### src/rtl/bytebeat_pkg.sv
// -----------------------------------------------------------------------------
// bytebeat_pkg
// Shared constants and types for the bytebeat PWM output bank.
//   SAMPLE_W_DEF   default sample width (also sets the PWM period, 2^SAMPLE_W)
//   DIV_W_DEF      default width of the sample-period divider
//   CHANNELS_DEF   default channel count (power of two, 1..16)
//   CHAN_SHIFT_DEF log2 of the default channel count, the averaging shift
//   sample_t       one unsigned sample at the default width
// Optional feature macro used by the bank: BYTEBEAT_PWM_MIX_EN
// -----------------------------------------------------------------------------
package bytebeat_pkg;

   localparam int SAMPLE_W_DEF   = 8;
   localparam int DIV_W_DEF      = 12;
   localparam int CHANNELS_DEF   = 8;
   localparam int CHAN_SHIFT_DEF = $clog2(CHANNELS_DEF);

   typedef logic [SAMPLE_W_DEF-1:0] sample_t;

   // Averaging shift for an arbitrary power-of-two channel count; a single
   // channel needs no shift at all.
   function automatic int chanShift(input int channels);
      return (channels <= 1) ? 0 : $clog2(channels);
   endfunction

endpackage

### src/rtl/pwm_duty_channel.sv
// -----------------------------------------------------------------------------
// pwm_duty_channel
// One glitch-free PWM lane. The requested level is only copied into the duty
// shadow register on the PWM wrap, so a pin never sees a duty change in the
// middle of a period. The pin itself is a register.
// Ports:
//   clk      clock, rising edge
//   rst_n    asynchronous active-low reset
//   pcnt_i   shared free-running PWM counter from the parent
//   wrap_i   high while pcnt_i sits at its maximum value
//   level_i  requested duty (high cycles per period)
//   pwm_o    registered PWM output
// -----------------------------------------------------------------------------
import bytebeat_pkg::*;

module pwm_duty_channel #(
   parameter int SAMPLE_W = SAMPLE_W_DEF
) (
   input  logic                clk,
   input  logic                rst_n,
   input  logic [SAMPLE_W-1:0] pcnt_i,
   input  logic                wrap_i,
   input  logic [SAMPLE_W-1:0] level_i,
   output logic                pwm_o
);

   logic [SAMPLE_W-1:0] duty_q;
   logic [SAMPLE_W-1:0] duty_d;
   logic                pwm_q;
   logic                pwm_d;

   // Next duty is the new level only at the wrap; the compare uses the duty
   // currently in force, so a level of 0 never drives high and the maximum
   // level drives high for all but the last count of the period.
   always_comb begin
      duty_d = duty_q;
      if (wrap_i) begin
         duty_d = level_i;
      end
      pwm_d = (pcnt_i < duty_q);
   end

   // Duty shadow and output pin registers.
   always_ff @(posedge clk or negedge rst_n) begin
      if (!rst_n) begin
         duty_q <= '0;
         pwm_q  <= 1'b0;
      end else begin
         duty_q <= duty_d;
         pwm_q  <= pwm_d;
      end
   end

   assign pwm_o = pwm_q;

endmodule

### src/rtl/bytebeat_pwm_bank.sv
// -----------------------------------------------------------------------------
// bytebeat_pwm_bank
// Multi-channel audio back-end: a programmable sample-rate tick, one staging
// slot per channel fed over valid/ready, sticky underrun flags and one PWM pin
// per channel. Optional mixed mono PWM output, enabled by defining
// BYTEBEAT_PWM_MIX_EN; without it mix_pwm is tied low and no mix logic exists.
// Ports:
//   clk           clock, rising edge
//   rst_n         asynchronous active-low reset
//   div           sample period minus one, in clk cycles
//   tick          one-cycle sample strobe (cnt >= div)
//   s_data        sample for channel i at [i*SAMPLE_W +: SAMPLE_W], unsigned
//   s_vld         per-channel sample valid
//   s_rdy         per-channel ready, high while that channel's stage is empty
//   clr_underrun  synchronous clear of all underrun flags
//   underrun      sticky per-channel underrun flags
//   pwm           per-channel PWM outputs
//   mix_pwm       PWM of the channel average (0 when mix is compiled out)
// -----------------------------------------------------------------------------
import bytebeat_pkg::*;

module bytebeat_pwm_bank #(
   parameter int CHANNELS = CHANNELS_DEF,
   parameter int SAMPLE_W = SAMPLE_W_DEF,
   parameter int DIV_W    = DIV_W_DEF
) (
   input  logic                         clk,
   input  logic                         rst_n,
   input  logic [DIV_W-1:0]             div,
   output logic                         tick,
   input  logic [CHANNELS*SAMPLE_W-1:0] s_data,
   input  logic [CHANNELS-1:0]          s_vld,
   output logic [CHANNELS-1:0]          s_rdy,
   input  logic                         clr_underrun,
   output logic [CHANNELS-1:0]          underrun,
   output logic [CHANNELS-1:0]          pwm,
   output logic                         mix_pwm
);

   logic [DIV_W-1:0]                   cnt_q;
   logic [DIV_W-1:0]                   cnt_d;
   logic [SAMPLE_W-1:0]                pcnt_q;
   logic [SAMPLE_W-1:0]                pcnt_d;
   logic                               wrap;
   logic [CHANNELS-1:0][SAMPLE_W-1:0]  stage_q;
   logic [CHANNELS-1:0][SAMPLE_W-1:0]  stage_d;
   logic [CHANNELS-1:0][SAMPLE_W-1:0]  active_q;
   logic [CHANNELS-1:0][SAMPLE_W-1:0]  active_d;
   logic [CHANNELS-1:0]                full_q;
   logic [CHANNELS-1:0]                full_d;
   logic [CHANNELS-1:0]                underrun_q;
   logic [CHANNELS-1:0]                underrun_d;
   logic [CHANNELS-1:0]                accept;

   // Sample-rate counter. The tick is a compare rather than an equality, so
   // lowering div below the running count ticks at once instead of letting
   // the counter run round through its maximum value.
   always_comb begin
      tick  = (cnt_q >= div);
      cnt_d = tick ? '0 : cnt_q + 1'b1;
   end

   // Shared PWM counter; it simply wraps, and the maximum value is the point
   // where every lane may take up a new duty.
   always_comb begin
      pcnt_d = pcnt_q + 1'b1;
      wrap   = &pcnt_q;
   end

   // Ready depends only on registered state, never on s_vld.
   assign s_rdy  = ~full_q;
   assign accept = s_vld & s_rdy;

   // Staging, sample promotion and underrun tracking. A capture needs an
   // empty stage and a promotion needs a full one, so the two never collide
   // on the same channel: a capture on the tick cycle sees an empty stage,
   // flags an underrun and waits in the stage for the following tick. A new
   // underrun is applied after the clear so that setting beats clearing.
   always_comb begin
      stage_d    = stage_q;
      full_d     = full_q;
      active_d   = active_q;
      underrun_d = clr_underrun ? '0 : underrun_q;
      for (int i = 0; i < CHANNELS; i++) begin
         if (tick) begin
            if (full_q[i]) begin
               active_d[i] = stage_q[i];
               full_d[i]   = 1'b0;
            end else begin
               underrun_d[i] = 1'b1;
            end
         end
         if (accept[i]) begin
            stage_d[i] = s_data[i*SAMPLE_W +: SAMPLE_W];
            full_d[i]  = 1'b1;
         end
      end
   end

   // All bank state; reset throws away staged samples and sticky flags.
   always_ff @(posedge clk or negedge rst_n) begin
      if (!rst_n) begin
         cnt_q      <= '0;
         pcnt_q     <= '0;
         stage_q    <= '0;
         full_q     <= '0;
         active_q   <= '0;
         underrun_q <= '0;
      end else begin
         cnt_q      <= cnt_d;
         pcnt_q     <= pcnt_d;
         stage_q    <= stage_d;
         full_q     <= full_d;
         active_q   <= active_d;
         underrun_q <= underrun_d;
      end
   end

   assign underrun = underrun_q;

   // One PWM lane per channel, all sharing the counter and wrap strobe.
   for (genvar g = 0; g < CHANNELS; g++) begin : g_chan
      pwm_duty_channel #(
         .SAMPLE_W (SAMPLE_W)
      ) u_lane (
         .clk     (clk),
         .rst_n   (rst_n),
         .pcnt_i  (pcnt_q),
         .wrap_i  (wrap),
         .level_i (active_q[g]),
         .pwm_o   (pwm[g])
      );
   end

`ifdef BYTEBEAT_PWM_MIX_EN
   localparam int SHIFT = (CHANNELS == CHANNELS_DEF) ? CHAN_SHIFT_DEF : chanShift(CHANNELS);
   localparam int SUM_W = SAMPLE_W + SHIFT;

   logic [SUM_W-1:0]    mixSum_q;
   logic [SUM_W-1:0]    mixSum_d;
   logic [SAMPLE_W-1:0] mixLevel;

   // Sum of the active samples, wide enough that it cannot overflow; the
   // shift back down turns it into the average.
   always_comb begin
      mixSum_d = '0;
      for (int i = 0; i < CHANNELS; i++) begin
         mixSum_d = mixSum_d + SUM_W'(active_q[i]);
      end
   end

   // The sum is registered to keep the adder tree off the duty load path.
   always_ff @(posedge clk or negedge rst_n) begin
      if (!rst_n) begin
         mixSum_q <= '0;
      end else begin
         mixSum_q <= mixSum_d;
      end
   end

   assign mixLevel = SAMPLE_W'(mixSum_q >> SHIFT);

   pwm_duty_channel #(
      .SAMPLE_W (SAMPLE_W)
   ) u_mix (
      .clk     (clk),
      .rst_n   (rst_n),
      .pcnt_i  (pcnt_q),
      .wrap_i  (wrap),
      .level_i (mixLevel),
      .pwm_o   (mix_pwm)
   );
`else
   assign mix_pwm = 1'b0;
`endif

endmodule

### config.mk
export PLATFORM = sky130hd
export DESIGN_NAME = bytebeat_pwm_bank
export DESIGN_NICKNAME = d
export VERILOG_FILES = /design/src/rtl/bytebeat_pkg.sv /design/src/rtl/pwm_duty_channel.sv /design/src/rtl/bytebeat_pwm_bank.sv
export SDC_FILE = /design/constraint.sdc
export NUM_CORES = 1
export LEC_CHECK = 0
export CAP_MARGIN = 20
export CORE_MARGIN = 2
export CORE_UTILIZATION = 40
export DETAILED_ROUTE_END_ITERATION = 8
export PLACE_DENSITY = 0.6
export SLEW_MARGIN = 20
export SYNTH_ARGS = -nofsm -noshare
export SYNTH_HDL_FRONTEND = slang
export SYNTH_SLANG_ARGS = --single-unit
### constraint.sdc
create_clock -name clk -period 2.85 [get_ports clk]
set_clock_uncertainty 0.05 [all_clocks]
set_input_delay 0.4275 -clock clk [delete_from_list [all_inputs] [get_ports clk]]
set_output_delay 0.4275 -clock clk [all_outputs]
set_load 0.02 [all_outputs]
==> flow_summary_export.csv, run 1 <==
group,metric,value,unit
run_status,outcome,"finished, final reports clean",
setup_path,cp-start-kind,"register",
routing,wirelength,21800,um
sta,timing.hold.ws,0.408,ns
power,power.static_leakage,0.00585,uW
placed_design,dp.cells,1300,
setup_path,worst-r2r-setup-slack,0.35,ns
cells_and_area,final_cell_count_no_fill,1351,
cts,cts_inserted_buffers,26,
routing,post_drt_via_cell_ratio,4.85,
sta,min_period_over_period,92.7,%
floorplanning,floorplan.die_area,0.0276,mm2
setup_path,critPathRequiredTime,2.37,ns
global_routing,grt_start_max_net_pins,77,
cts,clock_sinks,236,
yosys,synth_area_per_cell,12.3,um2
routing,drcViolationCount,0,
placed_design,preCtsSetupSlack,-0.183,ns
sta,timing.fmax,379,MHz
cells_and_area,num_antenna_cells,0,
sta,slew_limit_fails,0,
setup_path,crit_path_end_kind,"output port",
setup_path,worst-r2r-cell-count,9,
global_routing,global_route.usage.total,16.0,%
yosys,yosys_warnings,0,
routing,wl_per_cell,16.1,um
setup_path,timing.critical_path.slowest_stage_cell,"dfrtp_1",
yosys,syn_inst,858,
setup_path,startpoint,"cnt_q[10]",
setup_path,cp.depth,7,
global_routing,globalRoute.totalOverflow,0,
routing,dr.first_iter.drc_count,314,
yosys,synth_enable_flop_cells,0,
floorplanning,io_pins,113,
cells_and_area,postLayoutCoreUtil,50.6,%
cells_and_area,final_net_count,1154,
floorplanning,die-height,166,um
cts,cts_max_level,1,
yosys,synth_seq_cells,236,
global_routing,first_global_vias,6796,
routing,ant_nets,0,
cts,worstSkewPairLatency,0.53,ns
sta,post-route-worst-setup-slack,0.209,ns
yosys,share_of_the_synthesized_area_in_the_top_cell_type,56.1,%
cells_and_area,final_common_cell,"dfrtp_1",
floorplanning,core_region_area,0.0260,mm2
setup_path,arrival,2.16,ns
sta,actual_transition_at_the_worst_max_transition_pin,0.798,ns
power,power_density_over_the_cells,838,mW/mm2
placed_design,dpl.hpwl,14800,um
setup_path,regToRegStartpoint,"cnt_q[0]",
cts,tritoncts,"yes",
placed_design,portBuffers,111,
setup_path,crit_chain,"ha_1 > a21oi_1 > nand2_1 > a221oi_2 > o21a_1 > inv_2 > clkbuf_2",
placed_design,gp_congestion,0.731,
cts,cts-root-to-sink-buffers,3,
setup_path,path_class,"register to output port",
yosys,ys_dominant_reg_cell,"dfrtp_1",
floorplanning,placement_rows,59,
cells_and_area,area_growth_syn_to_layout,24.9,%
yosys,sequential_area_share_after_synthesis,56.1,%
yosys,post_synth_num_cell_types,30,
routing,via_count,6551,
yosys,synth_nets,1015,
setup_path,largest_stage_delay_worst_path,0.41,ns
job,maximum_capacitance_violations,0,
sta,post-route-min-period,2.64,ns
cts,clk_root_buffer_cell,"clkbuf_16",
cells_and_area,fillCellCount,2314,
sta,rsz0062_at_grt,"no",
yosys,yosysTopAreaCell,"dfrtp_1",
floorplanning,die_width,166,um
yosys,synth.top_cells.by_area,"dfrtp_1, mux2_2, ha_1, inv_1, o21ai_0",
global_routing,antenna_found_initial,0,
cells_and_area,layout_common_cells,"dfrtp_1, mux2_2, clkdlybuf4s50_1",
setup_path,critical_path.top_delay_family,"compound AO/OA/AOI/OAI gates",
routing,drt-pass1-iter-count,4,
setup_path,critical_path_peak_fanout,3,
power,peakVddDrop,394,uV
cells_and_area,drive_gt1_share,22.8,%
setup_path,path_buf_inv,2,
sta,final_hold_viol_count,0,
global_routing,wire_length_of_the_first_global_routing_pass,35900,um
setup_path,regToRegEndpoint,"active_q[10]",
sta,tns,0,ns
yosys,synth_area,0.0105,mm2
floorplanning,floorplan.initialDensity,40.5,%
yosys,asyncSetResetFlopFracSynth,100,%
setup_path,critPathCapture,"tick",
worst_hold_path,worstHoldPathType,"primary input to asynchronous set/reset pin",
sta,setup_violations,0,
sta,maxSlewHeadroom,46.7,%
cts,clkSlewWorstSetupHoldPaths,0.06,ns
state kept, by name, indices dropped and copies added, names as in the netlist:
| register | flops |
|---|---|
| active_q | 64 |
| pcnt_q | 8 |
| g_chan.u_lane.pwm_o | 8 |
| underrun | 8 |
| cnt_q | 12 |
| g_chan.u_lane.duty_q | 64 |
| stage_q | 64 |
| full_q | 8 |
cell families after synthesis:
group,share of synthesized area [%]
flops,56.1
compound gates,8.72
mux,14.5
simple gates,5.97
buf+inv,4.97
fa+ha+maj,8.32
xor+xnor,1.33
other cells,0.0356
how the worst min path moves through the flow:
stage	from	end	slack, ns	depth (start not counted)
floorplan	rst_n	active_q[0]	0.08	0
detailed placement	rst_n	stage_q[14]	0.39	1
global placement	rst_n	stage_q[13]	0.40	1
finish	rst_n	stage_q[14]	0.41	2
global route	s_data[13]	stage_q[13]	0.45	2
CTS	rst_n	stage_q[14]	0.41	2
metal layers:
layer	share of wire [%]	global-route usage [%]	wire, um
met3	3.2	2.05	698
met4	1.9	3.90	422
met2	46	25.6	10100
met1	49	23.4	10600
met5	0	0	0
cells in the mapped netlist (6+ instances only):
| library cell | count |
|---|---|
| dfrtp_1 | 236 |
| mux2_2 | 136 |
| inv_1 | 85 |
| ha_1 | 70 |
| nand2_1 | 66 |
| o21ai_0 | 57 |
| a21o_1 | 38 |
| clkbuf_1 | 21 |
| a21oi_1 | 20 |
| nand4_1 | 19 |
| nor2_1 | 14 |
| buf_4 | 11 |
| xor2_1 | 10 |
| nor2b_1 | 9 |
| nand2b_1 | 8 |
| o22ai_1 | 8 |
| o22ai_2 | 8 |
| nand3_1 | 7 |
| o21a_1 | 7 |
| and3_1 | 6 |
| xnor2_1 | 6 |
per-stage QoR:
step	cell area, um2	power (uW)
after CTS	13100	11200
after detailed placement	12100	7340
final	13100	11000
after global routing	13100	11700
after floorplan	10500	6450
after global placement	12100	7260
cell type report:
cell class                 count  area (um2)  area share [%]
inverter                      86         323            2.46
tap                          335         419            3.19
timing repair buffer         149        1420            10.8
sequential                   236        5910            44.9
clock buffer                  30         697            5.30
clock inverter                17         277            2.10
multi-input combinational    498        4100            31.2
what timing repair did:
item / 4_1_cts / 5_1_grt
gates cloned: 0 / 0
buffers inserted: 1 / 2
hold buffers: 1 / 0
endpoints found under the setup margin: 1 / 1
hold endpoints to repair: 72 / 0
gates resized for setup: 1 / 2
pin swaps: 3 / 2
power by group:
group	total, uW	switching [uW]	leakage, uW	internal (uW)
sequential	5000	598	0.00298	4400
combinational	2260	909	0.00239	1350
clock	3760	1370	0.000473	2390
total	11000	2880	0.00585	8140
(Power assumes the default switching activity.)
==> run 2: changes to the inputs <==
CELL_PAD_IN_SITES_DETAIL_PLACEMENT = 0   (was unset)
CELL_PAD_IN_SITES_GLOBAL_PLACEMENT = 1   (was unset)
PLACE_DENSITY = 0.71   (was 0.6)
==> run 2 against run 1 <==
Effect of this change: non-clock buffer count rose by 3; via count fell by 0.24%; global-route usage rose by 0.054 points; first-iteration DRC count fell by 13%; wire length barely moved; cell area fell by 0.28%.
==> flow_summary_export.csv, run 2 (synthesis results as in run 1) <==
group,metric,value,unit
sta,min_period_over_period,92.6,%
worst_hold_path,worstHoldPathType,"primary input to asynchronous set/reset pin",
cts,cts_max_level,1,
cells_and_area,biggestRegsByFlops,"active_q: 64 flops, g_chan.u_lane.duty_q: 64 flops, stage_q: 64 flops",
placed_design,preCtsSetupSlack,-0.203,ns
sta,tns,0,ns
sta,setup_violations,0,
setup_path,regToRegStartpoint,"cnt_q[9]",
sta,final_hold_viol_count,0,
routing,drcViolationCount,0,
routing,drt-pass1-iter-count,4,
cts,cts-root-to-sink-buffers,3,
cts,cts_inserted_buffers,26,
power,totalPowerFinal,10800,uW
run_status,outcome,"finished, final reports clean",
cells_and_area,num_antenna_cells,0,
setup_path,critPathRequiredTime,2.37,ns
cells_and_area,drive_gt1_share,23.0,%
power,power.static_leakage,0.00584,uW
setup_path,cp-start-kind,"register",
placed_design,gp_congestion,0.742,
global_routing,grt_start_max_net_pins,78,
global_routing,global_route.usage.total,16.1,%
routing,wirelength,21800,um
sta,slew_limit_fails,0,
cts,worstSkewPairLatency,0.52,ns
setup_path,critical_path_peak_fanout,3,
cells_and_area,stdcell_area,0.0131,mm2
global_routing,globalRoute.totalOverflow,0,
floorplanning,io_pins,113,
routing,via_count,6535,
setup_path,timing.critical_path.slowest_stage_cell,"dfrtp_1",
global_routing,first_global_vias,6718,
routing,dr.first_iter.drc_count,272,
sta,post-route-min-period,2.64,ns
sta,maxSlewHeadroom,49.6,%
floorplanning,floorplan.initialDensity,40.5,%
setup_path,crit_chain,"ha_1 > a21oi_1 > nand2_1 > a221oi_2 > o21a_1 > inv_2 > clkbuf_2",
cells_and_area,fillCellCount,2299,
placed_design,post_dp_cell_area,0.0121,mm2
floorplanning,core_region_area,0.0260,mm2
routing,wl_per_cell,16.1,um
global_routing,wire_length_of_the_first_global_routing_pass,35800,um
cells_and_area,final_cell_count_no_fill,1354,
sta,post-route-worst-setup-slack,0.212,ns
routing,ant_nets,0,
placed_design,portBuffers,111,
cts,tritoncts,"yes",
cells_and_area,final_net_count,1157,
setup_path,startpoint,"cnt_q[10]",
power,power_density_over_the_cells,823,mW/mm2
placed_design,dp.cells,1300,
routing,post_drt_via_cell_ratio,4.83,
floorplanning,floorplan.die_area,0.0276,mm2
setup_path,arrival,2.16,ns
sta,rsz0062_at_grt,"no",
setup_path,crit_path_end_kind,"output port",
cells_and_area,layout_common_cells,"dfrtp_1, mux2_2, clkdlybuf4s50_1",
floorplanning,die_width,166,um
floorplanning,die-height,166,um
job,maximum_capacitance_violations,0,
sta,actual_transition_at_the_worst_max_transition_pin,0.755,ns
floorplanning,placement_rows,59,
global_routing,antenna_found_initial,0,
cells_and_area,final_common_cell,"dfrtp_1",
cells_and_area,area_growth_syn_to_layout,24.6,%
cells_and_area,multi_input_area,0.00411,mm2
placed_design,dpl.hpwl,15000,um
cts,clock_sinks,236,
cells_and_area,register_area,0.00591,mm2
setup_path,largest_stage_delay_worst_path,0.40,ns
power,peakVddDrop,588,uV
setup_path,path_class,"register to output port",
cts,clkSlewWorstSetupHoldPaths,0.06,ns
cts,clk_root_buffer_cell,"clkbuf_16",
sta,timing.fmax,379,MHz
## run 2: changes by cell type in the layout (fill, tap and decap cells not counted), sizes merged
cell,previous run,this run
buf,38,41
clkbuf,31,39
bufinv,7,3
clkinv,8,4
## run 2: final cells by class
cell class	instances	share of cell area, %
inverters	86	2.46
flip-flops and latches	236	45.0
clock buffers	38	6.00
repair buffers	152	11.0
multi-input cells	498	31.3
clock inverters	9	0.954
well taps	335	3.20
## run 2: per-stage QoR
stage               hold WS [ns]  utilization (%)
global placement           0.404             46.7
global route               0.450             50.5
finish                     0.425             50.5
CTS                        0.434             50.3
detailed placement         0.409             46.7
floorplan                 0.0819                -
## run 2: critical path: cells and delay by family (launching register included)
kind | cells | cell delay, ns
flops | 1 | 0.40
buf+inv | 2 | 0.18
fa+ha+maj | 1 | 0.32
compound gates | 3 | 0.65
simple gates | 1 | 0.09
## run 2: report_power, final
group          switching, uW  leakage (uW)  internal [uW]
Clock                   1320      0.000446           2180
Combinational            910       0.00241           1370
Sequential               616       0.00298           4400
Total                   2840       0.00584           7950
## run 2: final timing paths
| path | end | slack, ns | cells after the start |
|---|---|---|---|
| setup / recovery | tick | 0.21 | 7 |
| hold / removal | stage_q[2] | 0.43 | 2 |
| setup reg to reg | active_q[58] | 0.41 | 7 |
| hold reg to reg | g_chan[5].u_lane.duty_q[1] | 0.43 | 2 |
| max in group asynchronous | g_chan[6].u_lane.duty_q[3] | 1.52 | 3 |
| min in group clk | g_chan[5].u_lane.duty_q[1] | 0.43 | 2 |
## run 2: timing repair
item                                    in CTS  in global routing
endpoints found under the setup margin       1                  1
pin swaps                                    1                  3
cloned                                       0                  0
hold buffers                                 1                  0
gates resized for setup                      2                  4
hold endpoints to repair                    72                  0
buffers inserted                             1                  5
## run 2: per-layer routing
layer,share of wire (%),vias up,track usage (%)
li1,-,3228,-
met1,48,3178,22.4
met2,46,102,26.1
met3,4.3,27,3.29
met4,1.9,0,3.60
met5,0,-,0
